### src/rtl/frame_commit_ctrl.sv
// Frame-synchronous commit of live SPI scene registers into the active copy
// the rasterizer reads; commits only in vblank (or while the display is off).

module fcc_poly_cmp #(
    parameter int LW = 8
) (
    input  logic [LW-1:0] live_lane,
    input  logic [LW-1:0] act_lane,
    output logic          diff
);
    assign diff = |(live_lane ^ act_lane);
endmodule

module frame_commit_ctrl #(
    parameter int N_POLY = 4,
    parameter int WCOLOR = 6,
    parameter int WPX    = 7,
    parameter int WPY    = 6
) (
    input  logic                     clk,
    input  logic                     rst,
    input  logic                     frame_start,
    input  logic                     hblank,
    input  logic                     display_on,
    input  logic                     freeze,
    input  logic [WCOLOR-1:0]        live_bg_color,
    input  logic [WCOLOR*N_POLY-1:0] live_poly_color,
    input  logic [WPX*N_POLY-1:0]    live_v0_x,
    input  logic [WPX*N_POLY-1:0]    live_v1_x,
    input  logic [WPX*N_POLY-1:0]    live_v2_x,
    input  logic [WPY*N_POLY-1:0]    live_v0_y,
    input  logic [WPY*N_POLY-1:0]    live_v1_y,
    input  logic [WPY*N_POLY-1:0]    live_v2_y,
    input  logic [N_POLY-1:0]        live_poly_en,
    output logic [WCOLOR-1:0]        act_bg_color,
    output logic [WCOLOR*N_POLY-1:0] act_poly_color,
    output logic [WPX*N_POLY-1:0]    act_v0_x,
    output logic [WPX*N_POLY-1:0]    act_v1_x,
    output logic [WPX*N_POLY-1:0]    act_v2_x,
    output logic [WPY*N_POLY-1:0]    act_v0_y,
    output logic [WPY*N_POLY-1:0]    act_v1_y,
    output logic [WPY*N_POLY-1:0]    act_v2_y,
    output logic [N_POLY-1:0]        act_poly_en,
    output logic                     en_load,
    output logic                     pending,
    output logic                     commit_pulse,
    output logic [7:0]               frame_count,
    output logic [7:0]               defer_count
);
    localparam int LW = WCOLOR + 3*WPX + 3*WPY + 1;
    localparam int SW = WCOLOR + N_POLY*LW;

    typedef enum logic [1:0] {IDLE, PENDING, COMMITTED} state_t;

    state_t state_q, state_d;
    logic [SW-1:0] live_vec, act_q;
    logic [N_POLY-1:0][LW-1:0] live_lane, act_lane;
    logic [N_POLY-1:0] lane_diff;
    logic mismatch, commit_cond;

    assign live_vec = {live_bg_color, live_poly_color, live_v0_x, live_v1_x, live_v2_x,
                       live_v0_y, live_v1_y, live_v2_y, live_poly_en};
    assign {act_bg_color, act_poly_color, act_v0_x, act_v1_x, act_v2_x,
            act_v0_y, act_v1_y, act_v2_y, act_poly_en} = act_q;

    // Per-polygon comparators; each lane gathers one polygon's fields.
    for (genvar i = 0; i < N_POLY; i++) begin : g_lane
        assign live_lane[i] = {live_poly_color[i*WCOLOR +: WCOLOR],
                               live_v0_x[i*WPX +: WPX], live_v1_x[i*WPX +: WPX],
                               live_v2_x[i*WPX +: WPX], live_v0_y[i*WPY +: WPY],
                               live_v1_y[i*WPY +: WPY], live_v2_y[i*WPY +: WPY],
                               live_poly_en[i]};
        assign act_lane[i]  = {act_poly_color[i*WCOLOR +: WCOLOR],
                               act_v0_x[i*WPX +: WPX], act_v1_x[i*WPX +: WPX],
                               act_v2_x[i*WPX +: WPX], act_v0_y[i*WPY +: WPY],
                               act_v1_y[i*WPY +: WPY], act_v2_y[i*WPY +: WPY],
                               act_poly_en[i]};
        fcc_poly_cmp #(.LW(LW)) u_cmp (
            .live_lane (live_lane[i]),
            .act_lane  (act_lane[i]),
            .diff      (lane_diff[i])
        );
    end

    assign mismatch    = (|lane_diff) | (live_bg_color != act_bg_color);
    assign commit_cond = mismatch & ~freeze & (frame_start | ~display_on);

    always_ff @(posedge clk or posedge rst) begin
        if (rst) begin
            state_q     <= IDLE;
            act_q       <= '0;
            en_load     <= 1'b0;
            frame_count <= 8'd0;
            defer_count <= 8'd0;
        end else begin
            state_q <= state_d;
            if (commit_cond)
                act_q <= live_vec;
            en_load <= ~display_on | hblank;
            if (frame_start)
                frame_count <= frame_count + 8'd1;
            if (frame_start && mismatch && freeze && defer_count != 8'hFF)
                defer_count <= defer_count + 8'd1;
        end
    end

    // Every state, COMMITTED included, re-evaluates the same commit rule.
    always_comb begin
        state_d      = IDLE;
        pending      = 1'b0;
        commit_pulse = 1'b0;
        if (commit_cond)
            state_d = COMMITTED;
        else if (mismatch)
            state_d = PENDING;
        case (state_q)
            PENDING:   pending      = 1'b1;
            COMMITTED: commit_pulse = 1'b1;
            default:   ;
        endcase
    end
endmodule
### config.mk
export PLATFORM = sky130hd
export DESIGN_NAME = frame_commit_ctrl
export DESIGN_NICKNAME = d
export VERILOG_FILES = /design/src/rtl/frame_commit_ctrl.sv
export SDC_FILE = /design/constraint.sdc
export NUM_CORES = 1
export LEC_CHECK = 0
export CORE_ASPECT_RATIO = 1.25
export CORE_MARGIN = 2
export CORE_UTILIZATION = 25
export CTS_CLUSTER_SIZE = 8
export DETAILED_ROUTE_END_ITERATION = 10
export GPL_TIMING_DRIVEN = 1
export PLACE_DENSITY_LB_ADDON = 0.1
export SLEW_MARGIN = 15
export SYNTH_ARGS = -nofsm -noshare
export SYNTH_HDL_FRONTEND = slang
export SYNTH_SLANG_ARGS = --single-unit
### constraint.sdc
create_clock -name clk -period 17.2 [get_ports clk]
set_input_delay 3.44 -clock clk [delete_from_list [all_inputs] [get_ports clk]]
set_output_delay 3.44 -clock clk [all_outputs]
set_load 0.02 [all_outputs]
==> metrics list, run 1 <==
* Outcome: finished, final reports clean
- Type of the worst min-delay path: reg2reg
* Chain of cells forming the critical path: clkdlybuf4s50_1 > xor2_1 > nor4_1 > nand4_1 > nor4_1 > and4_1 > a21oi_4 > buf_4 > buf_4 > mux2_4
* Cell at the slowest stage of the critical path: nor4_1
- Final Cell Area: 0.0162 mm2
* Power density over the cells: approximately 110 mW/mm2
- The final-report max-slew violation count was 0.
* Count of different cell masters after synthesis: 30
- Required time worst endpoint: around 18 ns
- Sum of negative setup slack: 0 ns
- In this run the number of H-tree levels came out at 1.
- Std-Cell Rows: between 80 and 90
* Mean cell area of the mapped netlist: 15.0 um2
- Die Footprint: 0.0456 mm2
* Top routing layer used: met4
- In this design, the stage delay of the slowest critical-path cell is a little under 0.6 ns.
- Yosys printed 0 warnings.
- Die Y: ~240 um
- Across the VDD grid, the largest voltage drop is 0.0743 mV.
- Setup violations remaining at the end of the flow were counted as 0.
- The synthesized netlist occupies a cell area of between 0.01 and 0.015 mm2.
- Crit-path leading delay family: simple AND/OR/NAND/NOR gates
- Worst Max-Slew Pin Slew: roughly 1 ns
- Ratio of cells with drive above 1 in the final layout: 0.206
* Clock-pin slew on the worst setup and hold paths: 0.05 ns
* Worst setup skew after layout: 0.0159 ns
- The multi-input combinational cells in the finished layout cover a total of around 0.0053 mm2.
- The worst pin sits at a relative slew slack of 0.334.
- Summed over all nets, the half-perimeter wirelength after detailed placement is between 20,000 and 25,000 um.
- Clock Root Buffer: clkbuf_16
- For this design the top-level I/O count stands at 405.
* Synthesis-stage register bit count: ~210
- P_leak: 6.92 nW
- The net count of the finished layout is between 1,000 and 1,500.
* Max Freq: roughly 140 MHz
* Largest fanout of any net on the critical path: 49
- Final weighted congestion in routability-driven placement: about 0.74
- Gates resized during post-CTS repair numbered 0.
- Critical path capture point type: flip-flop
- Synthesis handed over a netlist of ~730 instances.
- After detailed routing, the met2 layer carries around 17,000 um of wire.
- DR WL/cell: between 15 and 20 um
- The first global-routing pass estimated 49,600 um of wire.
- Buf/Inv on CP: 3
* Max Root-Sink Buffers: 3
- Worst Path Class, Setup: in2reg
* Instance area at placement: approximately 0.015 mm2
- Number of routed nets with antenna violations: 0
* Hold violation count in the final report: 0
* Routed vias: 7,232
- Initial standard-cell utilization of the core: 0.254
- For this run, the total global-route usage over all layers was measured as 0.143.
- Summing all flip-flop and latch instances after layout gives 0.00523 mm2.
- Post-detailed-route via-to-cell ratio: between 4 and 5
- Inserted Clock Buffers: 30
* Most frequent cells in the layout: clkdlybuf4s50_1 (404), dfrtp_1 (209), mux2_4 (189), xor2_1 (170), nor4_1 (44)
- Critical path data arrival time: about 7.4 ns
- Entering global routing, the biggest net connects 108 pins.
- STA classifies the critical path startpoint as an input port.
* Layout filler cell count: between 4,000 and 5,000
- After detailed routing, the wire length on met1 is between 10,000 and 15,000 um.
- At the end of the flow the core is filled with cells to 0.374.
* Hold-fix buffers at CTS: 0
- # clock sinks: ~210
- RSZ-0062 raised after global routing: no
- The floorplan step set the die width to approximately 190 um.
- Placeable Area: 0.0432 mm2
- Leaving out fill and tap cells, the most frequent cell in the layout is clkdlybuf4s50_1.
- Final Critical Period: between 6 and 7 ns
* Number of maximum-capacitance constraint violations: 0
- CTS tree: done
- The initial antenna violation count was 2.
- Total power draw: about 1.7 mW
* 1st-pass router iterations: 5
- Violation count after the first detailed-route iteration: 210
- The routed design has 33,500 um of wire.
- Layout Area Growth over Synthesis: 47.2%
* Part of the Yosys area used for sequential elements: 0.476
* Post-route DRC violation count: 0
* Final hold slack: 0.485 ns
- The number of nets in the synthesized netlist is 930.
* Via count of the first global-routing pass: between 7,000 and 8,000
- Count of input and output buffers: just over 400
- Routed met3 length: about 2500 um
- Dividing the final minimum period by the clock period gives 0.404.
- After global routing the overflow that remains totals 0.
* Buffers inserted during post-CTS setup optimization: 0
- At the later pin of the worst-skew pair, clock insertion delay measures 0.56 ns.
==> synth_stat cells <==
| library cell | number | share of area |
|---|---|---|
| a2111oi_0 | 4 | 0.0032 |
| o22ai_1 | 1 | 0.00057 |
| nor3_1 | 1 | 0.00046 |
| nand2_1 | 9 | 0.0031 |
| nor2b_1 | 2 | 0.0011 |
| ha_1 | 2 | 0.0023 |
| a21oi_1 | 1 | 0.00046 |
| and4_1 | 1 | 0.00080 |
| dfrtp_1 | 209 | 0.48 |
| nor2_1 | 2 | 0.00068 |
| a211oi_1 | 1 | 0.00068 |
| mux2_4 | 189 | 0.26 |
| or3_1 | 1 | 0.00057 |
| xnor2_1 | 29 | 0.023 |
| nand3_1 | 4 | 0.0018 |
| nor4_1 | 44 | 0.025 |
| mux2_2 | 6 | 0.0062 |
| nor3_4 | 1 | 0.0015 |
| a21oi_4 | 1 | 0.0015 |
| a21boi_0 | 1 | 0.00068 |
| buf_6 | 1 | 0.0010 |
| buf_12 | 21 | 0.038 |
| inv_1 | 6 | 0.0021 |
| nand2b_1 | 1 | 0.00057 |
| a21o_1 | 1 | 0.00068 |
| a221oi_1 | 1 | 0.00080 |
| a21o_2 | 1 | 0.00080 |
| clkbuf_1 | 1 | 0.00034 |
| nand4_1 | 20 | 0.011 |
| xor2_1 | 170 | 0.14 |
==> sequential cells by signal, indices dropped and copies added, names as in the netlist <==
name,flops
frame_count,8
state_q,2
defer_count,8
en_load,1
act_q,190
==> cells by family (layout without fill, tap and decap cells) <==
logic type	count (synthesis)	count (layout)	share of synthesized area
and+or+nand+nor	86	86	0.0471
xor gates and xnor gates	199	199	0.159
AOI/OAI and AO/OA	12	12	0.00934
muxes	195	195	0.265
other	0	3	0
buffers and inverters	29	450	0.0417
adders and majority gates	2	2	0.00228
DFF	209	209	0.476
==> report_power, final <==
group	total [mW]	leakage (nW)	internal (mW)	switching [mW]
registers	0.649	2.45	0.569	0.0805
clock network	0.536	0.395	0.318	0.218
logic	0.550	4.07	0.307	0.242
==> routing by layer <==
layer / track usage / up-vias
met4: 0.0401 / 0
met5: 0 / -
met3: 0.0421 / 36
met2: 0.252 / 231
met1: 0.168 / 3571
li1: - / 3394
==> final timing paths <==
path | slack, ns | to | cells past startpoint | startpoint
worst max-delay path | 10.25 | act_q[58]$_DFFE_PP0P_ | 10 | live_v2_x[11]
worst min register to register | 0.49 | frame_count[7]$_DFFE_PP0P_ | 1 | frame_count[7]$_DFFE_PP0P_
worst max register to register | 13.16 | act_q[58]$_DFFE_PP0P_ | 9 | act_q[87]$_DFFE_PP0P_
min in group asynchronous | 3.36 | act_q[72]$_DFFE_PP0P_ | 2 | rst
max in group asynchronous | 12.41 | act_q[26]$_DFFE_PP0P_ | 3 | rst
worst min-delay path | 0.49 | frame_count[7]$_DFFE_PP0P_ | 1 | frame_count[7]$_DFFE_PP0P_
==> cell type report <==
class,instances,share of cell area
multi-input cells,494,0.327
flip-flops and latches,209,0.324
repair buffers,409,0.253
clock buffers,34,0.0493
well taps,565,0.0437
inverters,6,0.00186
diodes,3,0.000464
clock inverters,1,0.000310
==> stage by stage <==
| step | cells | setup slack [ns] |
|---|---|---|
| after floorplan | 732 | 8.05 |
| after detailed placement | 1683 | 9.37 |
| after CTS | 1718 | 9.96 |
| after global routing | 1720 | 9.88 |
| after global placement | 1683 | 9.51 |
| final | 1721 | 10.25 |
Note: power is estimated with default switching activity, not from simulation.
==> inputs of run 2 (changes only) <==
==> constraint.sdc (replaced) <==
create_clock -name clk -period 7.18 [get_ports clk]
set_input_delay 1.436 -clock clk [delete_from_list [all_inputs] [get_ports clk]]
set_output_delay 1.436 -clock clk [all_outputs]
set_load 0.02 [all_outputs]
==> metrics list, run 2 (synthesis results as in run 1) <==
* Worst reg-to-reg setup slack: 3.00 ns (-10.16 ns)
* Buffers inserted during post-CTS setup optimization: 0 (unchanged)
* Max Freq: about 200 MHz
* Reg-to-reg startpoint: act_q[87]$_DFFE_PP0P_
* Antenna violations before repair: 1 (-1)
- The cell-internal power was 2.87 mW (+140%).
* Type of the worst min-delay path: reg2reg
- Counting flops per register, the top entry is act_q.
- The total number of nets in the final design is 1,347 (-0.074%).
- Switching part of the total: 0.312 (about the same)
- The routed length on met2 is 17,300 um (+1.0%).
- Count of input and output buffers: 404 (unchanged)
- The routed wire length on met3 came to 2400 um (-5.8%).
* Hold violation count in the final report: 0 (unchanged)
- Final Critical Period: 5.09 ns
- Number of routed nets with antenna violations: 0 (unchanged)
- The total track usage came to 0.145 (+0.00172).
- Initial standard-cell utilization of the core: 0.254 (unchanged)
- Setup repair after global routing left no endpoint under its margin.
- Max-slew headroom at the worst pin: 0.275 (-0.0586)
- The worst setup path is launched from an input port.
- Regs by FF count: act_q: 190 flops, defer_count: 8 flops, frame_count: 8 flops
- Outcome: finished, final reports clean
* Inserted Clock Buffers: 30 (unchanged)
- The total number of placement rows is 85 (unchanged).
* Post-detailed-route via-to-cell ratio: 4.21 (+0.21%)
* Proportion of power drawn by combinational gates: 0.315 (-0.002)
* Power density over the cells: 258 mW/mm2 (+140%)
* Placeable Area: 0.0432 mm2 (unchanged)
- The max capacitance violation total was 0 (unchanged).
- The clock insertion delay at the later pin of the skew report came to 0.55 ns (about the same).
- Clock Root Buffer: clkbuf_16
- The number of top-level design ports came to 405 (unchanged).
- The worst hold path terminates at frame_count[7]$_DFFE_PP0P_.
- The post-cts sizing count is 0 (unchanged).
* Critical path data arrival time: 5.52 ns (-1.86 ns)
- Die outline width: 191 um (unchanged)
- The fraction of power consumed by the clock network was 0.312 (+0.003).
- Net switching power: 1.30 mW (+140%)
- Post-route DRC violation count: 0 (unchanged)
* Worst setup skew after layout: 0.00742 ns (-0.00843 ns)
- The final count of negative-setup-slack endpoints was 0 (unchanged).
- Final weighted congestion in routability-driven placement: 0.732 (-1.5%)
* Layout Area Growth over Synthesis: 47.3% (about the same)
- The worst-case vdd ir drop is 0.176 mV (+140%).
- The largest buffer count on any clock path came to 3 (unchanged).
- Reg-to-Reg End: act_q[58]$_DFFE_PP0P_
- In the layout the commonest cells are clkdlybuf4s50_1 (404), dfrtp_1 (209), mux2_4 (189), xor2_1 (170), nor4_1 (44).
- The setup path with the least slack is of type in2reg.
- Cell at the slowest stage of the critical path: nor4_1
- Via count of the first global-routing pass: 8,085 (+3.6%)
* Part of the power in registers: 0.373 (about the same)
- Top routing layer used: met4
- Detailed placer's ending HPWL: 24,800 um (+0.21%)
* Share of the core filled with cells: 0.375 (about the same)
- Clock-pin slew on the worst setup and hold paths: 0.05 ns (about the same)
- The number of iterations in the first detailed-routing pass is 3 (-2).
- The total routed wirelength is 33,800 um (+0.68%).
- The final sum of negative setup slack was 0 ns (unchanged).
* Max H-tree Level: 1 (unchanged)
* P_leak: 6.92 nW (about the same)
- The pin count of the biggest net entering global routing came to 116 (+7.4%).
* Reg2Reg Depth: 9 (unchanged)
* Hold-fix buffers at CTS: 0 (unchanged)
* Worst Max-Slew Pin Slew: 1.09 ns (+0.0879 ns)
* Critical path capture point type: flip-flop
* Met1 Wirelength: 13,300 um (+1.1%)
- The number of sinks on the clock net was 209 (unchanged).
- The cell count of the worst hold path is 1 (unchanged).
- The share of layout cells above drive strength 1 is 0.205 (-0.000867).
- Crit share post-route: 0.709
- The number of DRC violations after detailed-routing iteration 0 was 136 (-35%).
- Most common library cell in the layout ignoring fill and taps: clkdlybuf4s50_1
- The flip-flop count of the largest register after layout is 190 (unchanged).
- Die Footprint: 0.0456 mm2 (unchanged)
- The worst hold path begins at frame_count[7]$_DFFE_PP0P_.
- The required arrival time at the worst endpoint came to 7.61 ns (-10.02 ns).
* Total grt overflow: 0 (unchanged)
- Largest fanout of any net on the critical path: 44 (-10%)
* Number of slew-limit violations in the final report: 0 (unchanged)
- DR WL/cell: 19.6 um (+0.80%)
- The die height came to 238 um (unchanged).
- TritonCTS built the clock tree.
- Layout filler cell count: 4,248 (-0.63%)
* Chain of cells forming the critical path: clkdlybuf4s50_1 > xor2_1 > nor4_1 > nand4_1 > nor4_1 > and4_1 > a21oi_4 > buf_4 > buf_4 > mux2_4
- The delay of the slowest critical-path stage is 0.71 ns (+0.12 ns).
- The routed via count is 7,239 (+0.097%).
- First-pass GRT wire length: 50,600 um (+2.0%)
## run 2: changes by cell type in the layout (fill, tap and decap cells not counted), sizes merged
cell,change
clkbuf,+2
diode,-2
buf,-1
clkinv,-1
## run 2: final cells by class
type | count | area, um2 | share of cell area
Multi-Input combinational cell | 494 | 5290 | 0.327
Tap cell | 565 | 707 | 0.0437
Antenna cell | 1 | 2.50 | 0.000155
Inverter | 6 | 30.0 | 0.00186
Sequential cell | 209 | 5230 | 0.323
Clock buffer | 36 | 815 | 0.0504
Timing Repair Buffer | 408 | 4100 | 0.253
## run 2: power groups by stage
stage | combinational [mW] | sequential (mW) | clock (mW)
5_1_grt | 1.41 | 1.59 | 1.40
2_1_floorplan | 0.505 | 1.77 | 0
6_report | 1.32 | 1.56 | 1.30
4_1_cts | 1.34 | 1.56 | 1.37
3_3_place_gp | 1.34 | 1.57 | 0
3_5_place_dp | 1.33 | 1.57 | 0
## run 2: how the worst max path moves through the flow
| stage | start | end | slack, ns | cells past startpoint |
|---|---|---|---|---|
| finish | live_v2_x[11] | act_q[58]$_DFFE_PP0P_ | 2.09 | 10 |
| global route | live_v2_x[11] | act_q[82]$_DFFE_PP0P_ | 1.84 | 10 |
| CTS | live_v2_x[11] | act_q[32]$_DFFE_PP0P_ | 1.96 | 10 |
| detailed placement | live_v2_x[11] | act_q[82]$_DFFE_PP0P_ | 1.35 | 10 |
| global placement | live_v2_x[11] | act_q[116]$_DFFE_PP0P_ | 1.52 | 10 |
| floorplan | rst | act_q[0]$_DFFE_PP0P_ | 0.03 | 1 |
## run 2: critical path: cells and delay by family
family | cells | cell delay (ns)
AOI/OAI and AO/OA | 1 | 0.11
xor gates and xnor gates | 1 | 0.16
buffers and inverters | 3 | 1.28
muxes | 1 | 0.40
and+or+nand+nor | 4 | 2.09
## run 2: routing by layer
metal | vias to the layer above | track usage
met5 | - | 0
met4 | 0 | 0.0399
met3 | 38 | 0.0400
met2 | 237 | 0.261
met1 | 3564 | 0.167
li1 | 3400 | -
## run 2: per-stage QoR
step	hold slack, ns	instances	worst slack, ns	area (um2)	power [mW]
floorplan	0.582	732	0.0348	11000	2.27
global placement	0.465	1682	1.52	15400	2.91
detailed placement	0.467	1682	1.35	15400	2.91
CTS	0.479	1718	1.96	16200	4.27
global route	0.508	1719	1.84	16200	4.40
finish	0.476	1719	2.09	16200	4.18
